### src/rtl/tinysat_host_if.sv
// Pin bundle between the host-side driver (master) and the tinysat solver (slave).
interface tinysat_host_if #(
  parameter int unsigned NVARS = 4
) ();
  logic [4:0]       sat_data;
  logic             sat_load;
  logic             sat_run;
  logic [NVARS-1:0] sat_x;
  logic             sat_sol;
  logic             sat_done;

  modport master (output sat_data, sat_load, sat_run, input sat_x, sat_sol, sat_done);
  modport slave  (input sat_data, sat_load, sat_run, output sat_x, sat_sol, sat_done);
endinterface

### src/rtl/tinysat_host.sv
// Buffers a CNF literal stream, serializes it to the tinysat solver, runs it with a
// timeout and re-checks the returned assignment against the buffered clauses.
module tinysat_host #(
  parameter int unsigned NVARS   = 4,
  parameter int unsigned DEPTH   = 32,
  parameter int unsigned TIMEOUT = 1023
) (
  input  logic             clk,
  input  logic             rst,
  input  logic             wr_valid_i,
  input  logic [4:0]       wr_lit_i,
  output logic             wr_ready_o,
  input  logic             clr_i,
  input  logic             start_i,
  output logic             busy_o,
  output logic             err_o,
  output logic             result_valid_o,
  output logic             result_sat_o,
  output logic [NVARS-1:0] result_x_o,
  output logic             check_ok_o,
  output logic             timeout_o,
  tinysat_host_if.master   sat
);
  localparam int unsigned      CntW     = $clog2(DEPTH + 1);
  localparam int unsigned      AddrW    = $clog2(DEPTH);
  localparam int unsigned      TmrW     = $clog2(TIMEOUT + 1);
  localparam logic [CntW-1:0]  DepthC   = CntW'(DEPTH);
  localparam logic [TmrW-1:0]  TimeoutC = TmrW'(TIMEOUT);
  localparam logic [4:0]       NVarsC   = 5'(NVARS);

  typedef enum logic [1:0] {StIdle, StLoad, StRun, StCheck} state_e;
  state_e state_q, state_d;

  logic [4:0]       lit_mem_q [DEPTH];
  logic [CntW-1:0]  count_q, idx_q;
  logic [TmrW-1:0]  tmr_q;
  logic             err_q, res_valid_q, res_sat_q, check_ok_q, timeout_q;
  logic [NVARS-1:0] res_x_q;
  logic             acc_q, all_q;

  logic       in_idle, lit_valid, wr_fire, wr_bad, start_ok, last_idx, expired;
  logic [4:0] cur_lit, sat_data;
  logic       sat_load, sat_run;
  logic       cur_true, acc_nxt, all_nxt, all_fin;

  // -16 has no positive counterpart in 5 bits; its magnitude reads as 16.
  function automatic logic [4:0] lit_mag(input logic [4:0] lit);
    return lit[4] ? -lit : lit;
  endfunction

  assign in_idle   = (state_q == StIdle);
  assign lit_valid = (wr_lit_i != 5'b10000) && (lit_mag(wr_lit_i) <= NVarsC);
  assign wr_fire   = wr_valid_i && wr_ready_o && !clr_i && lit_valid;
  assign wr_bad    = wr_valid_i && wr_ready_o && !clr_i && !lit_valid;
  assign start_ok  = in_idle && start_i && !clr_i && (count_q != '0);
  assign last_idx  = (idx_q == count_q - CntW'(1));
  assign expired   = (tmr_q == TimeoutC);
  assign cur_lit   = lit_mem_q[idx_q[AddrW-1:0]];

  // Clause evaluation; an empty clause leaves acc at 0 and so counts as unsatisfied.
  always_comb begin
    cur_true = 1'b0;
    for (int unsigned k = 0; k < NVARS; k++) begin
      if (lit_mag(cur_lit) == 5'(k + 1)) cur_true = cur_lit[4] ? !res_x_q[k] : res_x_q[k];
    end
    if (cur_lit == '0) begin
      acc_nxt = 1'b0;
      all_nxt = all_q & acc_q;
    end else begin
      acc_nxt = acc_q | cur_true;
      all_nxt = all_q;
    end
    all_fin = (cur_lit == '0) ? all_nxt : (all_nxt & acc_nxt);
  end

  always_ff @(posedge clk or posedge rst) begin
    if (rst) state_q <= StIdle;
    else     state_q <= state_d;
  end

  always_comb begin
    state_d = state_q;
    unique case (state_q)
      StIdle:  if (start_ok) state_d = StLoad;
      StLoad:  if (last_idx) state_d = StRun;
      StRun: begin
        if (sat.sat_done)  state_d = StCheck;
        else if (expired)  state_d = StIdle;
      end
      StCheck: if (last_idx) state_d = StIdle;
      default: state_d = StIdle;
    endcase
  end

  always_comb begin
    busy_o     = !in_idle;
    wr_ready_o = in_idle && !rst && (count_q < DepthC);
    sat_load   = (state_q == StLoad);
    sat_run    = (state_q == StRun);
    sat_data   = sat_load ? cur_lit : '0;
  end

  assign sat.sat_data = sat_data;
  assign sat.sat_load = sat_load;
  assign sat.sat_run  = sat_run;

  always_ff @(posedge clk) begin
    if (wr_fire) lit_mem_q[count_q[AddrW-1:0]] <= wr_lit_i;
  end

  always_ff @(posedge clk or posedge rst) begin
    if (rst) begin
      count_q     <= '0;
      idx_q       <= '0;
      tmr_q       <= '0;
      err_q       <= 1'b0;
      res_valid_q <= 1'b0;
      res_sat_q   <= 1'b0;
      res_x_q     <= '0;
      check_ok_q  <= 1'b0;
      timeout_q   <= 1'b0;
      acc_q       <= 1'b0;
      all_q       <= 1'b0;
    end else begin
      res_valid_q <= 1'b0;
      unique case (state_q)
        StIdle: begin
          if (clr_i) begin
            count_q <= '0;
            err_q   <= 1'b0;
          end else if (wr_fire) begin
            count_q <= count_q + CntW'(1);
          end
          if (wr_bad) err_q <= 1'b1;
          if (start_ok) begin
            idx_q      <= '0;
            res_sat_q  <= 1'b0;
            res_x_q    <= '0;
            check_ok_q <= 1'b0;
            timeout_q  <= 1'b0;
          end
        end
        StLoad: begin
          idx_q <= last_idx ? '0 : idx_q + CntW'(1);
          tmr_q <= '0;
        end
        StRun: begin
          tmr_q <= tmr_q + TmrW'(1);
          if (sat.sat_done) begin
            res_sat_q <= sat.sat_sol;
            res_x_q   <= sat.sat_x;
            acc_q     <= 1'b0;
            all_q     <= 1'b1;
          end else if (expired) begin
            timeout_q   <= 1'b1;
            res_sat_q   <= 1'b0;
            res_x_q     <= '0;
            res_valid_q <= 1'b1;
          end
        end
        StCheck: begin
          idx_q <= idx_q + CntW'(1);
          acc_q <= acc_nxt;
          all_q <= all_nxt;
          if (last_idx) begin
            check_ok_q  <= res_sat_q && all_fin;
            res_valid_q <= 1'b1;
          end
        end
        default: ;
      endcase
    end
  end

  assign err_o          = err_q;
  assign result_valid_o = res_valid_q;
  assign result_sat_o   = res_sat_q;
  assign result_x_o     = res_x_q;
  assign check_ok_o     = check_ok_q;
  assign timeout_o      = timeout_q;
endmodule

### src/flat_wrapper.sv
// flat-port wrapper written by rule: the top's interface ports become plain ports
module tinysat_host_flat 
#(
  parameter int unsigned NVARS   = 4,
  parameter int unsigned DEPTH   = 32,
  parameter int unsigned TIMEOUT = 1023
)
  (clk, rst, wr_valid_i, wr_lit_i, wr_ready_o, clr_i, start_i, busy_o, err_o, result_valid_o, result_sat_o, result_x_o, check_ok_o, timeout_o, sat_sat_data, sat_sat_load, sat_sat_run, sat_sat_x, sat_sat_sol, sat_sat_done);
  tinysat_host_if #(.NVARS(NVARS)) sat_i ();
  input  logic clk;
  input  logic rst;
  input  logic wr_valid_i;
  input  logic [4:0] wr_lit_i;
  output logic wr_ready_o;
  input  logic clr_i;
  input  logic start_i;
  output logic busy_o;
  output logic err_o;
  output logic result_valid_o;
  output logic result_sat_o;
  output logic [NVARS-1:0] result_x_o;
  output logic check_ok_o;
  output logic timeout_o;
  output wire logic [$bits(sat_i.sat_data)-1:0] sat_sat_data;
  output wire logic [$bits(sat_i.sat_load)-1:0] sat_sat_load;
  output wire logic [$bits(sat_i.sat_run)-1:0] sat_sat_run;
  input wire logic [$bits(sat_i.sat_x)-1:0] sat_sat_x;
  input wire logic [$bits(sat_i.sat_sol)-1:0] sat_sat_sol;
  input wire logic [$bits(sat_i.sat_done)-1:0] sat_sat_done;
  assign sat_sat_data = sat_i.sat_data;
  assign sat_sat_load = sat_i.sat_load;
  assign sat_sat_run = sat_i.sat_run;
  assign sat_i.sat_x = sat_sat_x;
  assign sat_i.sat_sol = sat_sat_sol;
  assign sat_i.sat_done = sat_sat_done;
  tinysat_host #(.NVARS(NVARS), .DEPTH(DEPTH), .TIMEOUT(TIMEOUT)) u_core (.clk(clk), .rst(rst), .wr_valid_i(wr_valid_i), .wr_lit_i(wr_lit_i), .wr_ready_o(wr_ready_o), .clr_i(clr_i), .start_i(start_i), .busy_o(busy_o), .err_o(err_o), .result_valid_o(result_valid_o), .result_sat_o(result_sat_o), .result_x_o(result_x_o), .check_ok_o(check_ok_o), .timeout_o(timeout_o), .sat(sat_i));
endmodule
### config.mk
export PLATFORM = sky130hd
export DESIGN_NAME = tinysat_host_flat
export DESIGN_NICKNAME = d
export VERILOG_FILES = /design/src/rtl/tinysat_host_if.sv /design/src/rtl/tinysat_host.sv /design/src/flat_wrapper.sv
export SDC_FILE = /design/constraint.sdc
export NUM_CORES = 1
export LEC_CHECK = 0
export ABC_CLOCK_PERIOD_IN_PS = 3300
export CAP_MARGIN = 20
export CORE_MARGIN = 3
export CORE_UTILIZATION = 55
export DETAILED_ROUTE_END_ITERATION = 7
export HOLD_SLACK_MARGIN = 0.1
export MAX_ROUTING_LAYER = met4
export PLACE_DENSITY = 0.76
export SYNTH_ARGS = -nofsm -noshare
export SYNTH_HDL_FRONTEND = slang
export SYNTH_SLANG_ARGS = --single-unit
### constraint.sdc
create_clock -name clk -period 3.3 [get_ports clk]
set_clock_uncertainty 0.15 [all_clocks]
set_input_delay 0.99 -clock clk [delete_from_list [all_inputs] [get_ports clk]]
set_output_delay 0.99 -clock clk [all_outputs]
set_load 0.01 [all_outputs]
==> results.json, run 1 <==
{
  "grt_max_degree": 33,
  "drt_iter0_markers": 636,
  "ys_seq_elements": 195,
  "ys.flop_type": "edfxtp_1",
  "io_pins": 34,
  "yosys.area.top_type": "edfxtp_1",
  "cts_root_buffer": "clkbuf_16",
  "numPortBuffers": 33,
  "syn_area_mm2": 0.00864,
  "required_ns": 2.16,
  "first_pass_iters": 7,
  "total_power_uw": 7350,
  "synth.distinct_cells": 55,
  "rsz0062_at_grt": "true",
  "track_usage": 0.258,
  "multi_input_area_mm2": 0.00299,
  "regArea_mm2": 0.00568,
  "die-area_mm2": 0.0173,
  "hold_path.class": "flop to flop",
  "async_reset_ff_frac": 0.179,
  "vias_per_cell": 6.04,
  "max-cap-violations": 0,
  "wl_mm": 20.9,
  "num-fill-cells": 964,
  "max_freq_mhz": 280,
  "cts.path.max_buffers": 2,
  "vdd_drop_max_uv": 449,
  "drive_above_1_share": 0.302,
  "p_per_area_mw_per_mm2": 677,
  "clkTransAtPathRegs_ns": 0.07,
  "syn_to_final_growth_pct": 25.7,
  "crit_type": "flop to output port",
  "row_count": 45,
  "slew_headroom": 0.522,
  "dp_hpwl_mm": 13.7,
  "worstMarginPinSlew_ns": 0.716,
  "gr-total-overflow": 0,
  "drc": 0,
  "power_leakage_uw": 0.00387,
  "avgSynthCellArea_um2": 14.3,
  "htree_num_levels": 4,
  "die_h_um": 131,
  "final-max-slew-violation-count": 0,
  "violations": "setup timing",
  "synth_cells": 605,
  "synth_area_leaders": "edfxtp_1, dfrtp_1, mux4_2, nor2_1, mux2i_1",
  "finalSetupViolCount": 7,
  "r2r_slack_ns": -0.22,
  "finish.utilization": 0.709,
  "cts_buffers": 17,
  "yosysSeqAreaShare": 0.657,
  "cts_sinks": 195,
  "core_mm2": 0.0153,
  "synth_edf_count": 160,
  "yosys_warnings": 0,
  "critPathLaunchType": "flop",
  "hold_buffers": 0,
  "ant_nets": 0,
  "wl_per_cell_um": 21.8,
  "worstPathMaxFanout": 7,
  "die_x_um": 131,
  "antenna_found_initial": 0,
  "vias": 5811,
  "insertedDiodeCount": 0,
  "hold_viol": 0,
  "layout.nets": 769,
  "critPathCaptureType": "output port",
  "start_util": 0.564,
  "tritoncts": "built",
  "grt_pass1_wl_mm": 33.3,
  "dp_cells": 914,
  "period_needed_ns": 3.57,
  "tns_ns": -1.48,
  "gp_congestion": 0.887,
  "timing.final.crit_share": 1.08,
  "synthDominantCellAreaShare": 0.556,
  "final_cell_mix": "edfxtp_1, buf_4, nor2_1",
  "arrival_ns": 2.43,
  "final_common_cell": "edfxtp_1",
  "outcome": "complete, but fails checks",
  "syn_nets": 636,
  "fin_cells": 962,
  "clk_latency_ns": 0.44,
  "timing.final.ws_setup_ns": -0.267,
  "grt_pass1_vias": 5949
}
## final cells by class
cell class | count | share of cell area
inverter | 21 | 0.00726
multi-input combinational | 363 | 0.275
timing repair buffer | 140 | 0.119
tap | 211 | 0.0243
clock buffer | 17 | 0.0392
clock inverter | 15 | 0.0112
sequential | 195 | 0.523
## cell usage after synthesis (3+ instances only)
cell type / count
o21ai_1: 7
a31oi_1: 4
nand2b_1: 7
a21oi_1: 24
nand3_1: 21
buf_4: 3
xnor2_1: 12
nand2_1: 47
o31ai_1: 4
ha_1: 15
nor2b_1: 5
o22ai_1: 7
nand3b_1: 3
or3_1: 4
dfrtp_1: 35
nor2_1: 65
buf_2: 7
mux2_2: 7
o21ai_0: 18
a22oi_1: 4
nor3_1: 7
mux2i_1: 21
clkbuf_1: 13
and3_1: 4
edfxtp_1: 160
o21a_1: 4
mux4_2: 30
nand4_1: 4
inv_1: 21
o221ai_1: 5
xor2_1: 6
## power breakdown
group / leakage (µW) / internal (µW) / switching, µW
Clock: 0.000267 / 986 / 940
Sequential: 0.00191 / 2740 / 92.0
Combinational: 0.00169 / 1270 / 1310
## what timing repair did
| item | CTS | global route |
|---|---|---|
| setup buffers | 14 | 3 |
| pin swaps | 19 | 11 |
| endpoints found under the setup margin | 164 | 167 |
| gates cloned | 1 | 0 |
| resized for setup | 82 | 17 |
## flip-flops by register name, indices dropped and copies added (netlist names)
name and cells:
u_core.lit_mem_q 160, u_core.result_valid_o 1, u_core.timeout_o 1, u_core.check_ok_o 1, u_core.result_x_o 4, u_core.all_q 1, u_core.state_q 2, u_core.idx_q 6
u_core.err_o 1, u_core.count_q 6, u_core.result_sat_o 1, u_core.tmr_q 10, u_core.acc_q 1
## metal layers
metal  GRT usage  vias up  share of wire
met5           -        -              0
li1            -     2556              -
met2       0.406      289           0.50
met1       0.346     2924           0.40
met4      0.0793        0          0.022
met3      0.0532       42          0.075
## worst paths after layout
check / startpoint / end / cells past startpoint
setup reg to reg: u_core.idx_q[0]$_DFFE_PP0P_ / u_core.acc_q$_DFFE_PP0P_ / 14
setup / recovery: u_core.idx_q[0]$_DFFE_PP0P_ / sat_sat_data[1] / 7
min in group asynchronous: rst / u_core.count_q[3]$_DFFE_PP0P_ / 2
max in group asynchronous: rst / u_core.tmr_q[0]$_DFFE_PP0P_ / 3
hold reg to reg: u_core.err_o$_DFFE_PP0P_ / u_core.err_o$_DFFE_PP0P_ / 2
hold / removal: u_core.err_o$_DFFE_PP0P_ / u_core.err_o$_DFFE_PP0P_ / 2
## cells by family (layout without fill, tap and decap cells)
family                     after synthesis  count (layout)  synth area share
adders and majority gates               15              15            0.0217
buffers and inverters                   47             193            0.0245
DFF                                    195             195             0.657
and+or+nand+nor                        177             177            0.0932
AOI/OAI and AO/OA                       93              93            0.0691
xor gates and xnor gates                18              18            0.0182
muxes                                   60              60             0.116
## worst max-delay path: stages (launching register included)
cell     delay (ns)
dfrtp_2        0.38
buf_12         0.14
mux4_2         0.52
mux2_4         0.31
a221o_1        0.36
o21ai_4        0.09
nor2_1         0.05
buf_2          0.14
## stage by stage
stage / area, µm² / worst slack [ns] / hold WS [ns]
after floorplan: 8670 / -0.0491 / 0.325
after global placement: 9880 / -0.581 / 0.316
after detailed placement: 9880 / -0.574 / 0.321
after CTS: 10800 / -0.275 / 0.337
after global routing: 10900 / -0.346 / 0.365
final: 10900 / -0.267 / 0.332
(Power assumes the default switching activity.)
==> run 2: changes to the inputs <==
Settings changed: CAP_MARGIN 20 to 10.
==> results of run 2 <==
Same layout as run 1: the final DEF is identical, and so are final timing and power.
==> run 3: changes to the inputs <==
Settings changed: SKIP_LAST_GASP set to 1.
==> run 3 against run 2 <==
Effect of this change: the flow still finishes with violations (setup timing); first-iteration DRC count fell by 4.2%; non-clock buffer count is the same; worst hold slack improved by 0.00062 ns; combinational power about the same; largest cell class unchanged.
==> results.json, run 3 (synthesis results as in run 1) <==
{
  "total_power_uw": 7340,
  "path_cells": "buf_12 > mux4_2 > mux2_4 > a221o_1 > o21ai_4 > nor2_1 > buf_2",
  "hold_viol": 0,
  "hold_slack_ns": 0.333,
  "pwr-share-seq": 0.386,
  "critPathCaptureType": "output port",
  "cts.path.max_buffers": 2,
  "layout.nets": 769,
  "insertedDiodeCount": 0,
  "vias_per_cell": 6.00,
  "numPortBuffers": 33,
  "dp_hpwl_mm": 13.7,
  "crit_start": "u_core.idx_q[0]$_DFFE_PP0P_",
  "wl_per_cell_um": 21.6,
  "grt_max_degree": 33,
  "die_x_um": 131,
  "htree_num_levels": 4,
  "drt_iter0_markers": 609,
  "power_leakage_uw": 0.00387,
  "combinationalPowerShare": 0.350,
  "rr_worst_depth": 14,
  "die_h_um": 131,
  "final_common_cell": "edfxtp_1",
  "finalSetupViolCount": 7,
  "io_pins": 34,
  "arrival_ns": 2.43,
  "cts_sinks": 195,
  "rr_startpoint": "u_core.idx_q[0]$_DFFE_PP0P_",
  "core_mm2": 0.0153,
  "hold_path.class": "flop to flop",
  "rsz0062_at_grt": "true",
  "tns_ns": -1.51,
  "slew_headroom": 0.539,
  "final_cell_mix": "edfxtp_1, buf_4, nor2_1",
  "worstMarginPinSlew_ns": 0.690,
  "clkPwrFrac": 0.263,
  "row_count": 45,
  "p_sw_frac": 0.320,
  "die-area_mm2": 0.0173,
  "timing.final.crit_share": 1.08,
  "hold_start": "u_core.err_o$_DFFE_PP0P_",
  "cp_num_cells": 7,
  "drive_above_1_share": 0.302,
  "ant_nets": 0,
  "clk_latency_ns": 0.44,
  "cts_root_buffer": "clkbuf_16",
  "required_ns": 2.16,
  "cts_buffers": 17,
  "grt_pass1_vias": 5987,
  "period_needed_ns": 3.57,
  "max_freq_mhz": 280,
  "largest_reg_flops": 160,
  "critical_path.max_stage_delay_ns": 0.53,
  "gp_congestion": 0.887,
  "timing.final.ws_setup_ns": -0.271,
  "track_usage": 0.258,
  "regArea_mm2": 0.00568,
  "vdd_drop_max_uv": 450,
  "violations": "setup timing",
  "clkTransAtPathRegs_ns": 0.07,
  "critPathLaunchType": "flop",
  "start_util": 0.564,
  "cp_top_family": "multiplexers",
  "grt_pass1_wl_mm": 33.3,
  "final_area_mm2": 0.0108,
  "place_area_mm2": 0.00988,
  "max-cap-violations": 0,
  "crit_type": "flop to output port",
  "first_pass_iters": 5,
  "wl_mm": 20.8,
  "worstPathMaxFanout": 7,
  "multi_input_area_mm2": 0.00299,
  "holdPathStages": 2,
  "vias": 5770,
  "gr-total-overflow": 0,
  "antenna_found_initial": 0,
  "cp_num_buf_inv": 2,
  "internal-power_uw": 4990,
  "switching_power_uw": 2350,
  "syn_to_final_growth_pct": 25.5,
  "p_per_area_mw_per_mm2": 676,
  "slowest_stage": "mux4_2",
  "outcome": "complete, but fails checks",
  "num-fill-cells": 979,
  "drc": 0,
  "tritoncts": "built",
  "final-max-slew-violation-count": 0
}
==> run 3: power by group through the flow <==
stage	Sequential (µW)	Clock [µW]	Combinational, µW
3_3_place_gp	2890	0	2160
2_1_floorplan	2870	0	1460
3_5_place_dp	2900	0	2230
4_1_cts	2830	1950	2540
6_report	2840	1930	2570
5_1_grt	2850	2060	2770
==> run 3: cell type report <==
class                           count  share of cell area
Clock inverter                     15              0.0112
Multi-Input combinational cell    363               0.276
Tap cell                          211              0.0243
Sequential cell                   195               0.524
Clock buffer                       17              0.0392
Timing Repair Buffer              140               0.118
Inverter                           21             0.00727
==> run 3: stage by stage <==
stage / utilization / setup WS [ns] / std cells
final: 0.708 / -0.271 / 962
after global routing: 0.708 / -0.353 / 962
after detailed placement: 0.645 / -0.574 / 914
after CTS: 0.706 / -0.275 / 961
after global placement: 0.645 / -0.581 / 914
after floorplan: - / -0.0491 / 605
==> run 3: timing repair <==
action	CTS	global route
resized for setup	81	13
setup buffers	14	2
hold buffers	0	0
endpoints found under the setup margin	164	167
endpoints found under the hold margin	0	0
gates cloned	1	0
pin swaps	19	12
==> run 3: final timing paths <==
kind,to,slack [ns]
worst max-delay path,sat_sat_data[1],-0.27
worst min-delay path,u_core.err_o$_DFFE_PP0P_,0.33
worst max register to register,u_core.acc_q$_DFFE_PP0P_,-0.21
worst min register to register,u_core.err_o$_DFFE_PP0P_,0.33
max in group asynchronous,u_core.tmr_q[6]$_DFFE_PP0P_,1.53
min in group asynchronous,u_core.count_q[0]$_DFFE_PP0P_,0.86
==> run 3: worst register-to-register path: stages, from the launching register on <==
cell and delay (ns):
dfrtp_2 0.38, buf_12 0.14, mux4_2 0.53, mux2_4 0.30, a221o_1 0.36, o21ai_4 0.09
inv_1 0.07, ha_2 0.19, mux2_4 0.20, mux2i_1 0.06, or4_1 0.41, a31oi_2 0.26
buf_4 0.14, a21oi_1 0.05, o211ai_1 0.09
==> run 3: layer usage <==
layer  share of wire  global-route usage  up-vias
met4           0.029              0.0898        0
met1            0.42               0.344     2893
li1                -                   -     2559
met2            0.48               0.401      261
met5               0                   -        -
met3           0.068              0.0544       57
